**src/rtl/pc_watch_monitor.sv**
```systemverilog
// Program-counter watchdog: counts RUN cycles and halts on a final address,
// a breakpoint hit, a stuck PC or a cycle timeout, latching the cause.
module pc_watch_monitor #(
    parameter int ADDR_SIZE   = 32,
    parameter int NUM_BP      = 4,
    parameter int CNT_W       = 32,
    parameter int STALL_LIMIT = 16
) (
    input  logic                        clk,
    input  logic                        rstn,
    input  logic                        en,
    input  logic                        clr,
    input  logic [ADDR_SIZE-1:0]        pc,
    input  logic [ADDR_SIZE-1:0]        halt_addr,
    input  logic [NUM_BP*ADDR_SIZE-1:0] bp_addr,
    input  logic [NUM_BP-1:0]           bp_en,
    input  logic [CNT_W-1:0]            max_cycles,
    output logic [CNT_W-1:0]            cycle_cnt,
    output logic                        halted,
    output logic                        halt_evt,
    output logic [2:0]                  halt_cause,
    output logic [ADDR_SIZE-1:0]        halt_pc,
    output logic [NUM_BP-1:0]           bp_hit,
    output logic [1:0]                  dbg_state
);

    localparam int STALL_W = $clog2(STALL_LIMIT + 1);

    typedef enum logic [1:0] {
        IDLE   = 2'd0,
        RUN    = 2'd1,
        HALTED = 2'd2
    } state_t;

    state_t                 state_q, state_d;
    logic [CNT_W-1:0]       cnt_q, cnt_d;
    logic                   evt_q, evt_d;
    logic [2:0]             cause_q, cause_d;
    logic [ADDR_SIZE-1:0]   hpc_q, hpc_d;
    logic [NUM_BP-1:0]      hit_q, hit_d;
    logic [STALL_W-1:0]     stall_q, stall_d;
    logic [ADDR_SIZE-1:0]   prev_q, prev_d;
    logic                   prev_vld_q, prev_vld_d;

    logic [CNT_W-1:0]       cnt_inc;
    logic                   bp_any;
    logic [NUM_BP-1:0]      bp_onehot;
    logic                   same_pc;
    logic                   stuck;
    logic                   timeout;

    assign cnt_inc = (&cnt_q) ? cnt_q : cnt_q + CNT_W'(1);
    assign same_pc = prev_vld_q && (pc == prev_q);
    // stall_q counts repeats before this edge, so this edge makes STALL_LIMIT
    assign stuck   = same_pc && (stall_q == STALL_W'(STALL_LIMIT - 1));
    assign timeout = (max_cycles != '0) && (cnt_inc == max_cycles);

    // Scanning downward leaves the lowest matching channel as the winner
    always_comb begin
        bp_any    = 1'b0;
        bp_onehot = '0;
        for (int i = NUM_BP - 1; i >= 0; i--) begin
            if (bp_en[i] && (pc == bp_addr[i*ADDR_SIZE +: ADDR_SIZE])) begin
                bp_any       = 1'b1;
                bp_onehot    = '0;
                bp_onehot[i] = 1'b1;
            end
        end
    end

    always_comb begin
        state_d    = state_q;
        cnt_d      = cnt_q;
        evt_d      = 1'b0;
        cause_d    = cause_q;
        hpc_d      = hpc_q;
        hit_d      = hit_q;
        stall_d    = stall_q;
        prev_d     = prev_q;
        prev_vld_d = prev_vld_q;
        if (clr) begin
            state_d    = IDLE;
            cnt_d      = '0;
            cause_d    = 3'd0;
            hpc_d      = '0;
            hit_d      = '0;
            stall_d    = '0;
            prev_d     = '0;
            prev_vld_d = 1'b0;
        end else begin
            case (state_q)
                IDLE: begin
                    if (en) begin
                        state_d    = RUN;
                        stall_d    = '0;
                        prev_vld_d = 1'b0;
                    end
                end
                RUN: begin
                    if (!en) begin
                        state_d    = IDLE;
                        stall_d    = '0;
                        prev_vld_d = 1'b0;
                    end else begin
                        cnt_d      = cnt_inc;
                        prev_d     = pc;
                        prev_vld_d = 1'b1;
                        stall_d    = same_pc ? stall_q + STALL_W'(1) : '0;
                        if (pc == halt_addr) begin
                            cause_d = 3'd1;
                        end else if (bp_any) begin
                            cause_d = 3'd2;
                            hit_d   = bp_onehot;
                        end else if (stuck) begin
                            cause_d = 3'd3;
                        end else if (timeout) begin
                            cause_d = 3'd4;
                        end
                        if ((pc == halt_addr) || bp_any || stuck || timeout) begin
                            state_d = HALTED;
                            evt_d   = 1'b1;
                            hpc_d   = pc;
                        end
                    end
                end
                HALTED: begin
                    state_d = HALTED;
                end
                default: begin
                    state_d = IDLE;
                end
            endcase
        end
    end

    always_ff @(posedge clk or negedge rstn) begin
        if (!rstn) begin
            state_q    <= IDLE;
            cnt_q      <= '0;
            evt_q      <= 1'b0;
            cause_q    <= 3'd0;
            hpc_q      <= '0;
            hit_q      <= '0;
            stall_q    <= '0;
            prev_q     <= '0;
            prev_vld_q <= 1'b0;
        end else begin
            state_q    <= state_d;
            cnt_q      <= cnt_d;
            evt_q      <= evt_d;
            cause_q    <= cause_d;
            hpc_q      <= hpc_d;
            hit_q      <= hit_d;
            stall_q    <= stall_d;
            prev_q     <= prev_d;
            prev_vld_q <= prev_vld_d;
        end
    end

    assign cycle_cnt  = cnt_q;
    assign halted     = (state_q == HALTED);
    assign halt_evt   = evt_q;
    assign halt_cause = cause_q;
    assign halt_pc    = hpc_q;
    assign bp_hit     = hit_q;
    assign dbg_state  = state_q;

endmodule

```
**config.mk**
```make
export PLATFORM = sky130hd
export DESIGN_NAME = pc_watch_monitor
export DESIGN_NICKNAME = d
export VERILOG_FILES = /design/src/rtl/pc_watch_monitor.sv
export SDC_FILE = /design/constraint.sdc
export NUM_CORES = 1
export LEC_CHECK = 0
export CAP_MARGIN = 20
export CORE_ASPECT_RATIO = 1.4
export CORE_MARGIN = 4
export CORE_UTILIZATION = 42
export DETAILED_ROUTE_END_ITERATION = 8
export PLACE_DENSITY = 0.79
export SKIP_CTS_REPAIR_TIMING = 1
export SLEW_MARGIN = 10
export SYNTH_ARGS = -nofsm -noshare
export SYNTH_HDL_FRONTEND = slang
export SYNTH_SLANG_ARGS = --single-unit
```
**constraint.sdc**
```tcl
create_clock -name clk -period 3.4 [get_ports clk]
set_input_delay 0.68 -clock clk [delete_from_list [all_inputs] [get_ports clk]]
set_output_delay 0.68 -clock clk [all_outputs]
set_load 0.05 [all_outputs]
```
# After elaboration in Yosys (flattened, before gate mapping)

Cells that the tools add are included.

Word-level logic and storage cells: 98
Register bits after elaboration: 112
Output and inout bits: 75
Input bits: 232

Add/sub/neg operators: 2
Reductions and logical operators: 25
Multiplexer cells: 49
Eq/ne operators: 13

Operator list:

| kind                                                            | number |
|---|---|
| 32-bit 2-to-1 mux                                               | 11 |
| 32-bit == test                                                  | 7 |
| 4-bit 2-to-1 mux                                                | 9 |
| 32-bit by 1-bit adder with 32-bit output, second input constant | 1 |
| 32-bit AND reduction                                            | 1 |
| 32-bit nonzero test                                             | 1 |
| 3-bit 2-to-1 mux                                                | 7 |
| 5-bit 2-to-1 mux                                                | 4 |
| 1-bit 2-to-1 mux                                                | 11 |
| 5-bit case mux with 2 select lines                              | 1 |
| 2-bit 2-to-1 mux                                                | 4 |
| 2-bit nonzero test                                              | 4 |
| 1-bit logical AND                                               | 7 |
| 2-bit case mux with 3 select lines                              | 1 |
| 2-bit AND reduction                                             | 3 |
| 3-bit AND reduction                                             | 2 |
| 5-bit by 1-bit adder with 5-bit output, second input constant   | 1 |
| 5-bit by 4-bit == test with 1-bit output, second input constant | 1 |
| 5-bit nonzero test                                              | 1 |
| 4-bit != test, second input constant                            | 1 |
| 4-bit AND reduction                                             | 1 |
| 1-bit logical OR                                                | 3 |
| 3-bit != test, second input constant                            | 1 |
| 3-bit nonzero test                                              | 1 |
| 5 further kinds                                                 | 5 |

# Depth between registers and ports, before layout

Gate-level depths: netlist of the first run.

Depth after elaboration: 13
Mapped depth: 14
Depth with buffers taken out: 10

# Worst setup path after synthesis of the first run

Ideal clock, no wire load.

Kind: reg2reg
Start point: reg cnt_q[0] (netlist: cycle_cnt[0])
End point: reg hpc_q[21] (netlist: halt_pc[21])
Cell stages (with the launch flop): 13
Path slack: -0.395 ns
Arrival: 3.673 ns
Path through: dfrtp_1 -> ha_1 -> nand3_1 -> nor4_2 -> nand3_1 -> or3_1 -> a22o_1 -> nor4b_2 -> nand4_2 -> nand2b_4 -> buf_6 -> buf_6 -> a32o_1

Longest elaborated chain between the ends: 7

Ends and longest elaborated chain:

| item                                                                                    | line | RTL |
|---|---|---|
| start, declared                                                                         | 36   | `logic [CNT_W-1:0] cnt_q, cnt_d;` |
| start signal, assigned                                                                  | 149  | `cnt_q <= cnt_d;` |
| 32-bit by 1-bit adder with 32-bit output / 32-bit AND reduction (equally long branches) | 52   | `assign cnt_inc = (&cnt_q) ? cnt_q : cnt_q + CNT_W'(1);` |
| 32-bit 2-to-1 mux (*)                                                                   | 52   |  |
| 32-bit == test (*)                                                                      | 56   | `assign timeout = (max_cycles != '0) && (cnt_inc == max_cycles);` |
| 1-bit logical AND (*)                                                                   | 56   |  |
| 1-bit logical OR (*)                                                                    | 119  | `if ((pc == halt_addr) \|\| bp_any \|\| stuck \|\| timeout) begin` |
| 2-bit nonzero test (no line) (*)                                                        | --   |  |
| 3-bit AND reduction (no line) (*)                                                       | --   |  |
| end signal, assigned                                                                    | 152  | `hpc_q <= hpc_d;` |
| end, declared                                                                           | 39   | `logic [ADDR_SIZE-1:0] hpc_q, hpc_d;` |

Every way passes the cells marked *; elsewhere a longest branch is shown, timed or not.
A chain may end at the register's enable or synchronous reset.

# Final worst setup path of the first run

Start point: in pc[17]
End point: reg hit_q[1] (netlist: bp_hit[1])

Longest elaborated chain between the ends: 10

Ends and longest elaborated chain:

| item                           | line | RTL |
|---|---|---|
| start, declared                | 13   | `input logic [ADDR_SIZE-1:0] pc,` |
| 32-bit == test                 | 63   | `if (bp_en[i] && (pc == bp_addr[i*ADDR_SIZE +: ADDR_SIZE])) begin` |
| 1-bit logical AND              | 63   |  |
| 4-bit 2-to-1 mux (3 in series) | 63   |  |
| 4-bit 2-to-1 mux               | 111  | `end else if (bp_any) begin` |
| 4-bit 2-to-1 mux               | 109  | `if (pc == halt_addr) begin` |
| 4-bit 2-to-1 mux               | 100  | `if (!en) begin` |
| 4-bit 2-to-1 mux               | 91   | `case (state_q)` |
| 4-bit 2-to-1 mux               | 81   | `if (clr) begin` |
| end signal, assigned           | 153  | `hit_q <= hit_d;` |
| end, declared                  | 40   | `logic [NUM_BP-1:0] hit_q, hit_d;` |

Several ways; a longest one is shown, not always the timed one. The select of a mux whose other input is x is not followed.

==> results of run 1 <==
## worst max-delay path: stages
cell	delay, ns
clkdlybuf4s50_1	0.57
buf_4	0.24
xor2_1	0.14
nor4_1	0.26
nand4_1	0.19
nor4_2	0.35
nor4_2	0.12
a31oi_1	0.21
o21ai_0	0.19
o21ai_2	0.28
mux2_2	0.36
## cell type report
class                      count  area (µm²)
fill                        1568        5860
multi-input combinational    788        5790
sequential                   112        2840
clock inverter                 6        77.6
clock buffer                  10         229
antenna                        2        5.00
tap                          252         315
timing repair buffer         517        4910
inverter                      15        56.3
## power groups by stage
stage	combinational, W	sequential [W]	clock [W]
4_1_cts	0.000897	0.00136	0.00113
6_report	0.000927	0.00136	0.00111
3_3_place_gp	0.000888	0.00138	0
2_1_floorplan	0.000317	0.00139	0
5_1_grt	0.000971	0.00136	0.00118
3_5_place_dp	0.000891	0.00138	0
## per-layer routing
metal | vias up | wire [µm] | global-route usage [%]
met1 | 4769 | 14500 | 36.5
li1 | 4448 | - | -
met2 | 563 | 21300 | 63.7
met3 | 177 | 3690 | 6.81
met5 | - | 8 | 0
met4 | 2 | 3970 | 25.2
## kinds of logic (layout without fill, tap and decap cells)
family          count (synthesis)  count (layout)  share of synthesized area, %
simple gates                  361             363                          22.2
xor+xnor                      247             247                          25.1
compound gates                166             166                          13.7
flops                         112             112                          32.5
buf+inv                       102             548                          5.07
mux                             9               9                          1.09
fa+ha+maj                       3               3                         0.435
other cells                     0               2                             0
## layout by cell type, fill, tap and decap left out, types with 11 or more instances in the layout
| master | synthesis | routed |
|---|---|---|
| buf_4 | 0 | 187 |
| nor4_1 | 54 | 45 |
| a32o_1 | 33 | 33 |
| nand4_1 | 35 | 35 |
| dfrtp_1 | 112 | 86 |
| xor2_1 | 174 | 173 |
| nor2_1 | 55 | 50 |
| nand2_1 | 101 | 99 |
| xnor2_1 | 73 | 72 |
| inv_1 | 15 | 15 |
| a21oi_1 | 56 | 56 |
| clkdlybuf4s50_1 | 0 | 302 |
| clkbuf_16 | 0 | 12 |
| dfrtp_2 | 0 | 26 |
| nand3_1 | 33 | 31 |
| o21ai_0 | 24 | 23 |
| buf_12 | 0 | 14 |
| nor3_1 | 20 | 17 |
| or3_1 | 11 | 11 |
## registers in the layout, summed over array words and instances (netlist names)
signal / flops
prev_vld_q: 1
cycle_cnt: 32
halt_pc: 32
stall_q: 5
halt_cause: 3
bp_hit: 4
dbg_state: 2
prev_q: 32
halt_evt: 1
## path summary, 6_finish.rpt
check	from	slack, ns	to	depth (start not counted)
setup / recovery	pc[17]	0.04	bp_hit[1]$_DFFE_PN0P_	11
hold / removal	rstn	0.31	cycle_cnt[8]$_DFFE_PN0P_	1
setup reg to reg	cycle_cnt[5]$_DFFE_PN0P_	0.04	halt_pc[27]$_DFFE_PN0P_	12
hold reg to reg	stall_q[3]$_DFFE_PN0P_	0.48	stall_q[3]$_DFFE_PN0P_	1
max in group asynchronous	rstn	2.29	bp_hit[1]$_DFFE_PN0P_	2
min in group clk	stall_q[3]$_DFFE_PN0P_	0.48	stall_q[3]$_DFFE_PN0P_	1
## stage by stage
stage,total power (W),cell area (µm²),cells
floorplan,0.00170,8740,1000
global placement,0.00227,13300,1664
detailed placement,0.00227,13300,1664
CTS,0.00339,13600,1680
global route,0.00351,14200,1701
finish,0.00340,14200,1702
==> results.json, run 1 <==
{
  "synth_top_area_share_pct": 32.5,
  "avgRoutedWirePerCell_um": 25.5,
  "p_clk_share_pct": 32.8,
  "detail_route.wirelength_um": 43500,
  "cts_tree": "built",
  "fin_setup_tns_ns": 0,
  "vias": 9959,
  "h-tree-depth": 3,
  "power_density_mw_per_mm2": 239,
  "first_pass_iters": 5,
  "peakVddDrop_v": 0.000263,
  "synth_nets": 1235,
  "ios": 307,
  "globalplace.congestion": 1.07,
  "drive_gt1_share_pct": 21.8,
  "final.setup.worst_slack_ns": 0.0409,
  "seqPwrFrac_pct": 39.9,
  "synth_area_leaders": "dfrtp_1 32%, xor2_1 18%, xnor2_1 7.4%, nand2_1 4.4%, nor4_1 3.9%",
  "grt_pass1_wl_um": 60400,
  "fmax_mhz": 298,
  "run_status": "finished, final reports clean",
  "gr-usage-all-layers_pct": 35.6,
  "grt_max_degree": 52,
  "clkTransAtPathRegs_ns": 0.08,
  "grt_overflow": 0,
  "vias_per_cell": 5.85,
  "post-synth-top-count-cell": "xor2_1",
  "holdWs_ns": 0.313,
  "tightest_slew_ns": 0.977,
  "maxSlewHeadroom_pct": 34.6,
  "cts_buffer_depth": 2,
  "p_sw_share_pct": 28.7,
  "die_h_um": 178,
  "hp-class": "in2async",
  "fin_skew_ns": 0.00984,
  "drt_iter0_drc": 657,
  "rsz0062_at_grt": "true",
  "cts_made_buffers": 9,
  "clkLatencyLatePin_ns": 0.35,
  "syn_inst": 1000,
  "synth_top_cell_by_area": "dfrtp_1",
  "p_leak_nw": 5.85,
  "dieArea_mm2": 0.0229,
  "start_util_pct": 43.0,
  "cp.required_ns": 3.63,
  "p_int_w": 0.00242,
  "pwr-share-comb_pct": 27.3,
  "synth-async-reset-ratio_pct": 100,
  "nets": 1678,
  "fin_util_pct": 70.8,
  "period_needed_ns": 3.36,
  "numClockSinks": 112,
  "period_share_pct": 98.8,
  "synth.top_cells.by_count": "174 x xor2_1, 112 x dfrtp_1, 101 x nand2_1",
  "endpoint_kind": "register",
  "syn2layout_area_growth_pct": 64.6,
  "detailed_place_hpwl_um": 34800,
  "root_buffer": "clkbuf_16",
  "synth_cell_types": 64,
  "pre_cts_slack_ns": -0.497,
  "setup_viol_count_final": 0,
  "synth_area_per_cell_um2": 8.63,
  "start_kind": "input port",
  "drv_slew": 0,
  "synth_top_flop_cell": "dfrtp_1",
  "ys.warnings.count": 0,
  "cp.arrival_ns": 3.59,
  "p_sw_w": 0.000976,
  "ys_seq_area_share_pct": 32.5,
  "postRouteAntennaNets": 0,
  "die_w_um": 129,
  "numPortBuffers": 306,
  "synth-edff-count": 0,
  "coreArea_mm2": 0.0201,
  "ys_ff_latch": 112,
  "syn-cell-area_mm2": 0.00863,
  "grt_pass1_vias": 10000,
  "hold_viol_final": 0,
  "antenna_found_initial": 3,
  "critPathKind": "in2reg",
  "drc": 0,
  "placementRows": 61,
  "crit_fanout": 3,
  "maxCapViolations": 0
}
Power figures use the tool's default switching activity.
==> run 2, diff against run 1 <==
Settings changed: CAP_MARGIN 20 to 25.
==> results of run 2 <==
Same layout as run 1: the final DEF is identical, and so are final timing and power.
==> run 3, diff against run 2 <==
Settings changed: CORE_UTILIZATION 42 to 55, DONT_BUFFER_PORTS set to 1, PLACE_DENSITY 0.79 to 0.73.
==> run 3 against run 2 <==
Net effect:
- register-to-register slack improved by 0.02 ns
- hold slack got worse by 0.29 ns
- flip-flop and latch count is the same
- non-clock buffer count is 395 lower
- worst setup slack improved by 0.021 ns
- cell area is 28% lower
- critical path depth is 2 higher
- clock power about the same
- global-route usage up 3.7 points
- sequential share of layout area increased by 7.9 points
- critical endpoint is now halt_pc[19]$_DFFE_PN0P_
- largest cell class unchanged
==> results.json, run 3 (synthesis gave the netlist of run 1 again) <==
{
  "run_status": "finished, final reports clean",
  "final.setup.worst_slack_ns": 0.0622,
  "fmax_mhz": 300,
  "h-tree-depth": 3,
  "gr-usage-all-layers_pct": 39.3,
  "tightest_slew_ns": 0.756,
  "post-place-cells": 1209,
  "p_sw_share_pct": 27.9,
  "dpl-instance-area_mm2": 0.00940,
  "cts_tree": "built",
  "avgRoutedWirePerCell_um": 29.7,
  "design_area_mm2": 0.0102,
  "drc": 0,
  "holdWs_ns": 0.0182,
  "multi_input_area_mm2": 0.00565,
  "setup_viol_count_final": 0,
  "die_h_um": 156,
  "period_share_pct": 98.2,
  "drv_slew": 0,
  "first_pass_iters": 5,
  "numClockSinks": 112,
  "die_w_um": 114,
  "start_kind": "register",
  "power.total_w": 0.00285,
  "cts_made_buffers": 9,
  "layout_commonest_cell": "xor2_1",
  "startpoint": "cycle_cnt[25]$_DFFE_PN0P_",
  "globalplace.congestion": 1.03,
  "hold_viol_final": 0,
  "maxSlewHeadroom_pct": 49.4,
  "power_density_mw_per_mm2": 280,
  "clkTransAtPathRegs_ns": 0.09,
  "maxCapViolations": 0,
  "grt_max_degree": 113,
  "period_needed_ns": 3.34,
  "syn2layout_area_growth_pct": 17.8,
  "r2r-start": "cycle_cnt[25]$_DFFE_PN0P_",
  "vias_per_cell": 6.82,
  "drive_gt1_share_pct": 20.1,
  "drt_iter0_drc": 558,
  "critPathKind": "reg2reg",
  "start_util_pct": 56.9,
  "postRouteAntennaNets": 0,
  "pre_cts_slack_ns": -0.00416,
  "diodes": 0,
  "reg2reg_to": "halt_pc[19]$_DFFE_PN0P_",
  "seqPwrFrac_pct": 47.6,
  "reg2reg_depth": 13,
  "final_cell_mix": "174 x xor2_1, 107 x buf_4, 99 x nand2_1",
  "endpoint": "halt_pc[19]$_DFFE_PN0P_",
  "vias": 8492,
  "grt_pass1_wl_um": 51900,
  "detailed_place_hpwl_um": 28200,
  "root_buffer": "clkbuf_16",
  "peakVddDrop_v": 0.000250,
  "hp-class": "in2async",
  "grt_overflow": 0,
  "cp.arrival_ns": 3.64,
  "p_clk_share_pct": 39.5,
  "nets": 1283,
  "pwr-share-comb_pct": 12.9,
  "ios": 307,
  "grt_pass1_vias": 8273,
  "antenna_found_initial": 0,
  "fin_skew_ns": 0.0128,
  "fillers": 1349,
  "p_sw_w": 0.000795,
  "dieArea_mm2": 0.0178,
  "numPortBuffers": 0,
  "clkLatencyLatePin_ns": 0.36,
  "detail_route.wirelength_um": 37000,
  "coreArea_mm2": 0.0152,
  "r2r_setup_slack_ns": 0.06,
  "fin_cells": 1245,
  "placementRows": 53,
  "p_leak_nw": 4.14,
  "cp.required_ns": 3.70,
  "endpoint_kind": "register",
  "p_int_w": 0.00206,
  "crit_fanout": 8,
  "ff_latch_area_mm2": 0.00284,
  "cts_buffer_depth": 2
}
## run 3: metal layers
layer	share of wire [%]	track usage (%)
met2	49	69.0
met1	33	40.5
met3	11	13.2
met4	6.9	22.8
met5	0	0
## run 3: worst max-delay path, cell delays in order, from the launching register on
cell and delay [ns]:
dfrtp_1 0.52, nand4_1 0.30, nor3_2 0.32, buf_4 0.18
nand4_1 0.15, a211oi_1 0.27, a41oi_1 0.11, a2111oi_1 0.45
nand4_2 0.22, buf_4 0.19, a21boi_4 0.14, buf_12 0.14
clkbuf_16 0.15, a32o_1 0.13
## run 3: power groups by stage
stage | clock, W | sequential (W) | combinational (W)
2_1_floorplan | 0 | 0.00139 | 0.000317
3_3_place_gp | 0 | 0.00138 | 0.000327
3_5_place_dp | 0 | 0.00138 | 0.000329
4_1_cts | 0.00114 | 0.00136 | 0.000331
5_1_grt | 0.00120 | 0.00136 | 0.000400
6_report | 0.00113 | 0.00136 | 0.000369
## run 3: layout make-up
class                           instances  share of cell area (%)
Tap cell                              192                    2.36
Sequential cell                       112                    27.9
Clock buffer                            9                    2.21
Multi-Input combinational cell        788                    55.6
Clock inverter                          7                   0.935
Inverter                               15                   0.553
Timing Repair Buffer                  122                    10.5
## run 3: worst min path at each step
stage / startpoint / to / slack [ns]
after floorplan: rstn / bp_hit[0]$_DFFE_PN0P_ / 0.38
after global placement: rstn / cycle_cnt[18]$_DFFE_PN0P_ / 0.39
after detailed placement: rstn / cycle_cnt[18]$_DFFE_PN0P_ / 0.39
after CTS: rstn / cycle_cnt[18]$_DFFE_PN0P_ / -0.004
after global routing: rstn / cycle_cnt[22]$_DFFE_PN0P_ / 0.002
final: rstn / cycle_cnt[22]$_DFFE_PN0P_ / 0.02
## run 3: metrics by stage
stage,TNS [ns],util (%)
floorplan,0,-
global placement,0,61.9
detailed placement,-0.00734,61.9
CTS,-0.774,64.0
global route,-0.0178,67.0
finish,0,67.0
